File: src/rtl/cin.sv
// Nibble-serial SHA-256 message-schedule front end: loads a 512-bit block
// four bits per clock, then expands W16..W63 one word per clock.
module cin (
  input  logic        clk,
  input  logic        rst,
  input  logic [3:0]  din,
  output logic [3:0]  out,
  output logic [31:0] s0,
  output logic [31:0] s1,
  output logic [31:0] exp
);

  localparam logic [1:0] LOAD   = 2'd0;
  localparam logic [1:0] EXPAND = 2'd1;
  localparam logic [1:0] DONE   = 2'd2;

  logic [1:0]   state;
  logic [6:0]   cnt;
  logic [5:0]   t;
  logic [511:0] win;

  function automatic logic [31:0] rotr(input logic [31:0] x, input int n);
    return (x >> n) | (x << (32 - n));
  endfunction

  function automatic logic [31:0] sigma0(input logic [31:0] x);
    return rotr(x, 7) ^ rotr(x, 18) ^ (x >> 3);
  endfunction

  function automatic logic [31:0] sigma1(input logic [31:0] x);
    return rotr(x, 17) ^ rotr(x, 19) ^ (x >> 10);
  endfunction

  // Window slot j holds W[t-16+j]; slot 0 sits in the top 32 bits.
  logic [31:0] w_tm16, w_tm15, w_tm7, w_tm2;
  logic [31:0] sig0_p0, sig1_p0, wt_p0;

  assign w_tm16  = win[511:480];
  assign w_tm15  = win[479:448];
  assign w_tm7   = win[223:192];
  assign w_tm2   = win[63:32];
  assign sig0_p0 = sigma0(w_tm15);
  assign sig1_p0 = sigma1(w_tm2);
  assign wt_p0   = sig1_p0 + w_tm7 + sig0_p0 + w_tm16;

  // Stage p0 -> output registers; out reports the state that was active at this edge.
  always_ff @(posedge clk) begin
    if (rst) begin
      state <= LOAD;
      cnt   <= 7'd0;
      t     <= 6'd16;
      win   <= '0;
      s0    <= 32'h0;
      s1    <= 32'h0;
      exp   <= 32'h0;
      out   <= 4'b0001;
    end else begin
      case (state)
        LOAD: begin
          out <= 4'b0001;
          win <= {win[507:0], din};
          cnt <= cnt + 7'd1;
          if (cnt == 7'd127) begin
            state <= EXPAND;
            t     <= 6'd16;
          end
        end
        EXPAND: begin
          out <= 4'b0010;
          win <= {win[479:0], wt_p0};
          s0  <= sig0_p0;
          s1  <= sig1_p0;
          exp <= wt_p0;
          if (t == 6'd63) state <= DONE;
          else            t     <= t + 6'd1;
        end
        DONE: begin
          out   <= 4'b0100;
          state <= LOAD;
          cnt   <= 7'd0;
          t     <= 6'd16;
        end
        default: begin
          state <= LOAD;
          cnt   <= 7'd0;
          t     <= 6'd16;
        end
      endcase
    end
  end

endmodule

File: config.mk
export PLATFORM = sky130hd
export DESIGN_NAME = cin
export DESIGN_NICKNAME = d
export VERILOG_FILES = /design/src/rtl/cin.sv
export SDC_FILE = /design/constraint.sdc
export NUM_CORES = 1
export LEC_CHECK = 0
export ABC_AREA = 1
export CORE_MARGIN = 1.5
export CORE_UTILIZATION = 55
export CTS_CLUSTER_DIAMETER = 40
export DETAILED_ROUTE_END_ITERATION = 10
export DONT_BUFFER_PORTS = 1
export MAX_ROUTING_LAYER = met4
export PLACE_DENSITY_LB_ADDON = 0.3
export SLEW_MARGIN = 20
export SYNTH_ARGS = -nofsm -noshare
export SYNTH_HDL_FRONTEND = slang
export SYNTH_SLANG_ARGS = --single-unit
File: constraint.sdc
create_clock -name clk -period 4.74 [get_ports clk]
set_input_delay 0.948 -clock clk [delete_from_list [all_inputs] [get_ports clk]]
set_output_delay 0.948 -clock clk [all_outputs]
set_load 0.005 [all_outputs]
# Yosys cells after proc, flatten, opt, wreduce, memory -nomap -nowiden
# Cells that the tools add are included.
[op_classes]
reduce_logical = 5
n_addsub = 5
n_mux = 9
eq_ne = 7
bitwise_logic = 8
[ops]
columns = ["operator", "n"]
rows = [
  ["one-hot mux 512 bit (2 select lines)", 1],
  ["adder 32 bit", 3],
  ["XOR 32 bit", 2],
  ["bitwise OR 13 x 32 -> 32 bit", 1],
  ["bitwise OR 14 x 32 -> 32 bit", 1],
  ["bitwise OR 15 x 32 -> 32 bit", 1],
  ["bitwise OR 25 x 32 -> 32 bit", 1],
  ["XOR 32 x 22 -> 32 bit", 1],
  ["XOR 32 x 29 -> 32 bit", 1],
  ["one-hot mux 7 bit (2 select lines)", 1],
  ["two-way mux 6 bit", 2],
  ["one-hot mux 4 bit (3 select lines)", 1],
  ["one-hot mux 6 bit (2 select lines)", 1],
  ["adder 7 x 1 -> 7 bit, second input constant", 1],
  ["equality test 7 bit, second input constant", 1],
  ["adder 6 x 1 -> 6 bit, second input constant", 1],
  ["equality test 6 bit, second input constant", 1],
  ["inequality test 2 bit, second input constant", 3],
  ["two-way mux 2 bit", 2],
  ["one-hot mux 2 bit (2 select lines)", 1],
  ["AND reduction 2 bit", 2],
  ["nonzero test 3 bit", 1],
  ["equality test 2 x 1 -> 1 bit, second input constant", 1],
  ["equality test 2 bit, second input constant", 1],
  ["2 further kinds", 2],
]
[word_totals]
register_bits = 627
inputBits = 6
word_cells = 42
out_inout_bits = 100

# Depth between registers and ports, before layout
[depth]
ltp_word = 7
depth_mapped = 19
mapped_depth_nobuf = 19

# Worst setup path before layout
# Ideal clock, no wire load.
[synth_path]
path_kind = "register to register"
startpoint = "register win[467]"
endpoint = "register exp[31]"
n_path_buf = 0
arrival_ps = 3076
stages_incl_launch_ff = 18
setup_slack_ps = 1594
t_required_ps = 4670
period_less_slack_ps = 3146
cell_sequence = "dfxtp_1 xnor2_1 xor2_1 inv_1 fa_1 inv_1 fa_1 ha_1 fa_1 nand2_1 nand3_2 nand2_1 nand2_1 nand2_1 nand2_1 nand2_1 nand3_1 a21oi_1"
[synth_between]
elab_chain_len = 5
[synth_rtl]
columns = ["element", "line", "rtl"]
rows = [
  ["from (decl)", "20", "logic [511:0] win;"],
  ["from (signal assigned)", "61", "win <= {win[507:0], din};"],
  ["from (signal assigned)", "70", "win <= {win[479:0], wt_p0};"],
  ["bitwise OR 14 x 32 -> 32 bit or bitwise OR 25 x 32 -> 32 bit (tied branches)", "23", "return (x >> n) | (x << (32 - n));"],
  ["XOR 32 bit", "27", "return rotr(x, 7) ^ rotr(x, 18) ^ (x >> 3);"],
  ["XOR 32 x 29 -> 32 bit *", "27", ""],
  ["adder 32 bit * (2 in a row)", "44", "assign wt_p0 = sig1_p0 + w_tm7 + sig0_p0 + w_tm16;"],
  ["to (signal assigned)", "73", "exp <= wt_p0;"],
  ["to (decl)", "10", "output logic [31:0] exp"],
]
# Mark *: on every way between the ends. The rest lies on a longest branch, timed or not.
# A chain may end at the register's enable or synchronous reset.

# Final worst setup path
[layout_path]
startpoint = "register win[472]"
endpoint = "register win[27]"
[layout_between]
elab_chain_len = 6
[layout_rtl]
columns = ["element", "line", "rtl"]
rows = [
  ["bitwise OR 14 x 32 -> 32 bit or bitwise OR 25 x 32 -> 32 bit (tied branches)", "23", ""],
  ["XOR 32 bit", "27", ""],
  ["XOR 32 x 29 -> 32 bit *", "27", ""],
  ["adder 32 bit * (2 in a row)", "44", ""],
  ["one-hot mux 512 bit (2 select lines) *", "58", "case (state)"],
]
# Marks and branches as above.

==> metrics.md <==
| Metric | Value |
|---|---|
| Status | `finished, final reports clean` |
| Slew Limit Fails | `0` |
| Post-CTS sizing | `0` |
| CP required | `5.34 ns` |
| Most used cell, CP | `nand2_1` |
| Clk slew on worst S/H paths | `0.05 ns` |
| Synthesized net count | `roughly 4700` |
| Nets | `~4500` |
| WL final | `between 90 and 100 mm` |
| Most used DFF post-synth | `dfxtp_1` |
| Critical path peak fanout | `5` |
| DP HPWL | `around 62 mm` |
| Worst Path Buf+Inv | `1` |
| Pwr dens | `362 mW/mm^2` |
| Core area | `~0.057 mm^2` |
| Detailed Routing Iterations Pass 1 | `5` |
| Syn Std Cell Area | `around 0.032 mm^2` |
| GR Util All Layers | `0.310` |
| FFs w/ async S/R, synth | `0` |
| Max-cap viol count | `0` |
| Hold WC Path Type | `in2reg` |
| Synth warnings | `0` |
| CP Cell Sequence | `xnor2_1 > xor2_1 > fa_1 > fa_1 > inv_1 > ha_1 > nand2_1 > nor2_1 > nand2_1 > nor2_1 > nand2_1 > nand3_1 > nand3_1 > a21oi_1` |
| First-pass GRT wire length | `143 mm` |
| Row cnt | `88` |
| Starting Density | `0.555` |
| DRT iter0 DRCs | `3097` |
| Inserted Diodes | `0` |
| GRT Residual Overflow | `0` |
| Clk Latency, worst-skew pair | `between 0.6 and 0.7 ns` |
| Critical path data arrival time | `between 4 and 5 ns` |
| Yosys cell types | `41` |
| Critical path's slowest cell | `fa_1` |
| Die W | `244 um` |
| Top-area cell type share of the netlist area | `0.393` |
| CP Capture Type | `flip-flop` |
| Area growth syn-to-layout | `11.4%` |
| # setup viols final | `0` |
| Yosys reg bits | `roughly 630` |
| Final Hold Fails | `0` |
| Worst clock skew | `between 0.03 and 0.04 ns` |
| Leakage | `roughly 18 nW` |
| RSZ-0062 raised after global routing | `no` |
| Routed len/inst | `17.3 um` |
| EDFF count, synth | `0` |
| Cells after Synth | `about 4600` |
| Area leader, netlist | `dfxtp_1` |
| Hold WS | `approximately 0.35 ns` |
| Max stage delay on crit path | `0.62 ns` |
| Share of layout cells above drive strength 1 | `0.0485` |
| Vias | `between 20000 and 30000` |
| Worst-Margin Slew | `~1.1 ns` |
| CP top delay family | `adder cells` |
| Syn Area/Cell | `7.00 um^2` |
| H-tree Lvls | `3` |
| Vias in the first global route | `25835` |
| IO Pins | `~110` |
| Die Y | `roughly 240 um` |
| Port Buffer Count | `0` |
| Hold Buf Count CTS | `0` |
| Max Clock Freq | `approximately 250 MHz` |
| Total clock sinks | `about 630` |
| DRC Markers | `0` |
| Via/cell ratio | `approximately 5.4` |
| Fin crit share | `0.833` |
| CTS root buf | `clkbuf_16` |
| Final ANT Viol Nets | `0` |
| Slew margin rel. | `0.264` |
| Startpoint types | `flip-flop` |
| Min Tclk post-route | `just under 4 ns` |
| CTS tree | `yes` |
| Final setup TNS | `0 ns` |
| Worst setup path class | `reg2reg` |
| Seq/Total Area, Yosys | `0.393` |
| Maximum vdd drop | `~0.45 mV` |
| Clk buf depth | `3` |
| Final core occ | `0.618` |
| Synth area leaders | `dfxtp_1 39%, inv_1 15%, o22ai_1 8.9%, nor2_1 6.5%, o21ai_0 6.1%` |
| Gpl congestion | `~1.0` |
| Num CTS Buffers | `94` |
| Initial antenna violation count | `0` |
| Post-CTS Setup Bufs | `0` |
| Die area | `about 0.059 mm^2` |
| Pin count of the biggest net entering global routing | `roughly 200` |
logic make-up after synthesis:
logic type               count (synthesis)  share of synthesized area
buffers and inverters                 1499                      0.185
adder cells (fa/ha/maj)                 99                     0.0534
AND/OR/NAND/NOR                        999                      0.122
other                                    1                   0.000118
XOR/XNOR                               122                     0.0335
flip-flops                             626                      0.393
AO/OA/AOI/OAI                         1206                      0.213
worst paths after layout:
path	startpoint	to	slack, ns	cells past startpoint
max	win[472]	win[27]	0.79	14
min	rst	exp[30]	0.35	1
max reg2reg	win[472]	win[27]	0.79	14
min reg2reg	exp[2]	exp[2]	0.48	2
metrics by stage:
| step | worst slack, ns | cell area [um^2] | power (mW) | std cells |
|---|---|---|---|---|
| detailed placement | 0.927 | 32000 | 5.50 | 5083 |
| global route | 0.612 | 35500 | 13.2 | 5261 |
| global placement | 0.883 | 32000 | 5.50 | 5083 |
| finish | 0.793 | 35500 | 12.9 | 5261 |
| floorplan | 1.59 | 31900 | 5.47 | 4552 |
| CTS | 0.909 | 35500 | 12.9 | 5261 |
flip-flops by register name (all words and copies together) (netlist names):
register  flops
cnt           7
exp          32
out           3
s0           32
s1           32
state         2
t             6
win         512
cell usage in the layout, fill, tap and decap left out, types with 62 or more instances in the layout:
| cell | netlist | final |
|---|---|---|
| xnor2_1 | 62 | 62 |
| inv_1 | 1232 | 1232 |
| nand2_1 | 373 | 373 |
| dfxtp_1 | 626 | 626 |
| nor2_1 | 555 | 555 |
| o21ai_0 | 389 | 389 |
| o22ai_1 | 452 | 452 |
| clkbuf_16 | 0 | 95 |
| fa_1 | 62 | 62 |
| o21ai_1 | 202 | 202 |
| a21oi_1 | 96 | 96 |
synthesized netlist by cell type, types with 6 or more instances:
library cell	n
inv_1	1232
dfxtp_1	626
nor2_1	555
o22ai_1	452
o21ai_0	389
nand2_1	373
o21ai_1	202
buf_2	125
clkbuf_1	104
a21oi_1	96
fa_1	62
xnor2_1	62
xor2_1	60
o211ai_1	56
nand3_1	42
ha_1	37
buf_1	14
buf_6	13
nand2_2	6
power by group:
group / internal [mW] / total, mW / leakage [nW] / switching, mW
clock network: 4.70 / 7.46 / 1.66 / 2.76
registers: 5.27 / 5.28 / 5.04 / 0.00844
logic: 0.0274 / 0.108 / 10.9 / 0.0805
total: 10.0 / 12.9 / 17.6 / 2.85
metal layers:
| layer | GRT usage | wire [um] | part of all wire |
|---|---|---|---|
| met1 | 0.421 | 40000 | 0.44 |
| met2 | 0.453 | 39800 | 0.44 |
| met3 | 0.0587 | 7600 | 0.083 |
| met4 | 0.124 | 3700 | 0.041 |
| met5 | - | 0 | 0 |
final cells by class:
cell class	instances	area [um^2]
fillers	5128	22000
multi-input cells	2427	13500
flip-flops and latches	626	12500
inverters	1238	4680
clock buffers	121	2620
well taps	765	957
clock inverters	57	853
repair buffers	27	403
Note: power is estimated with default switching activity, not from simulation.
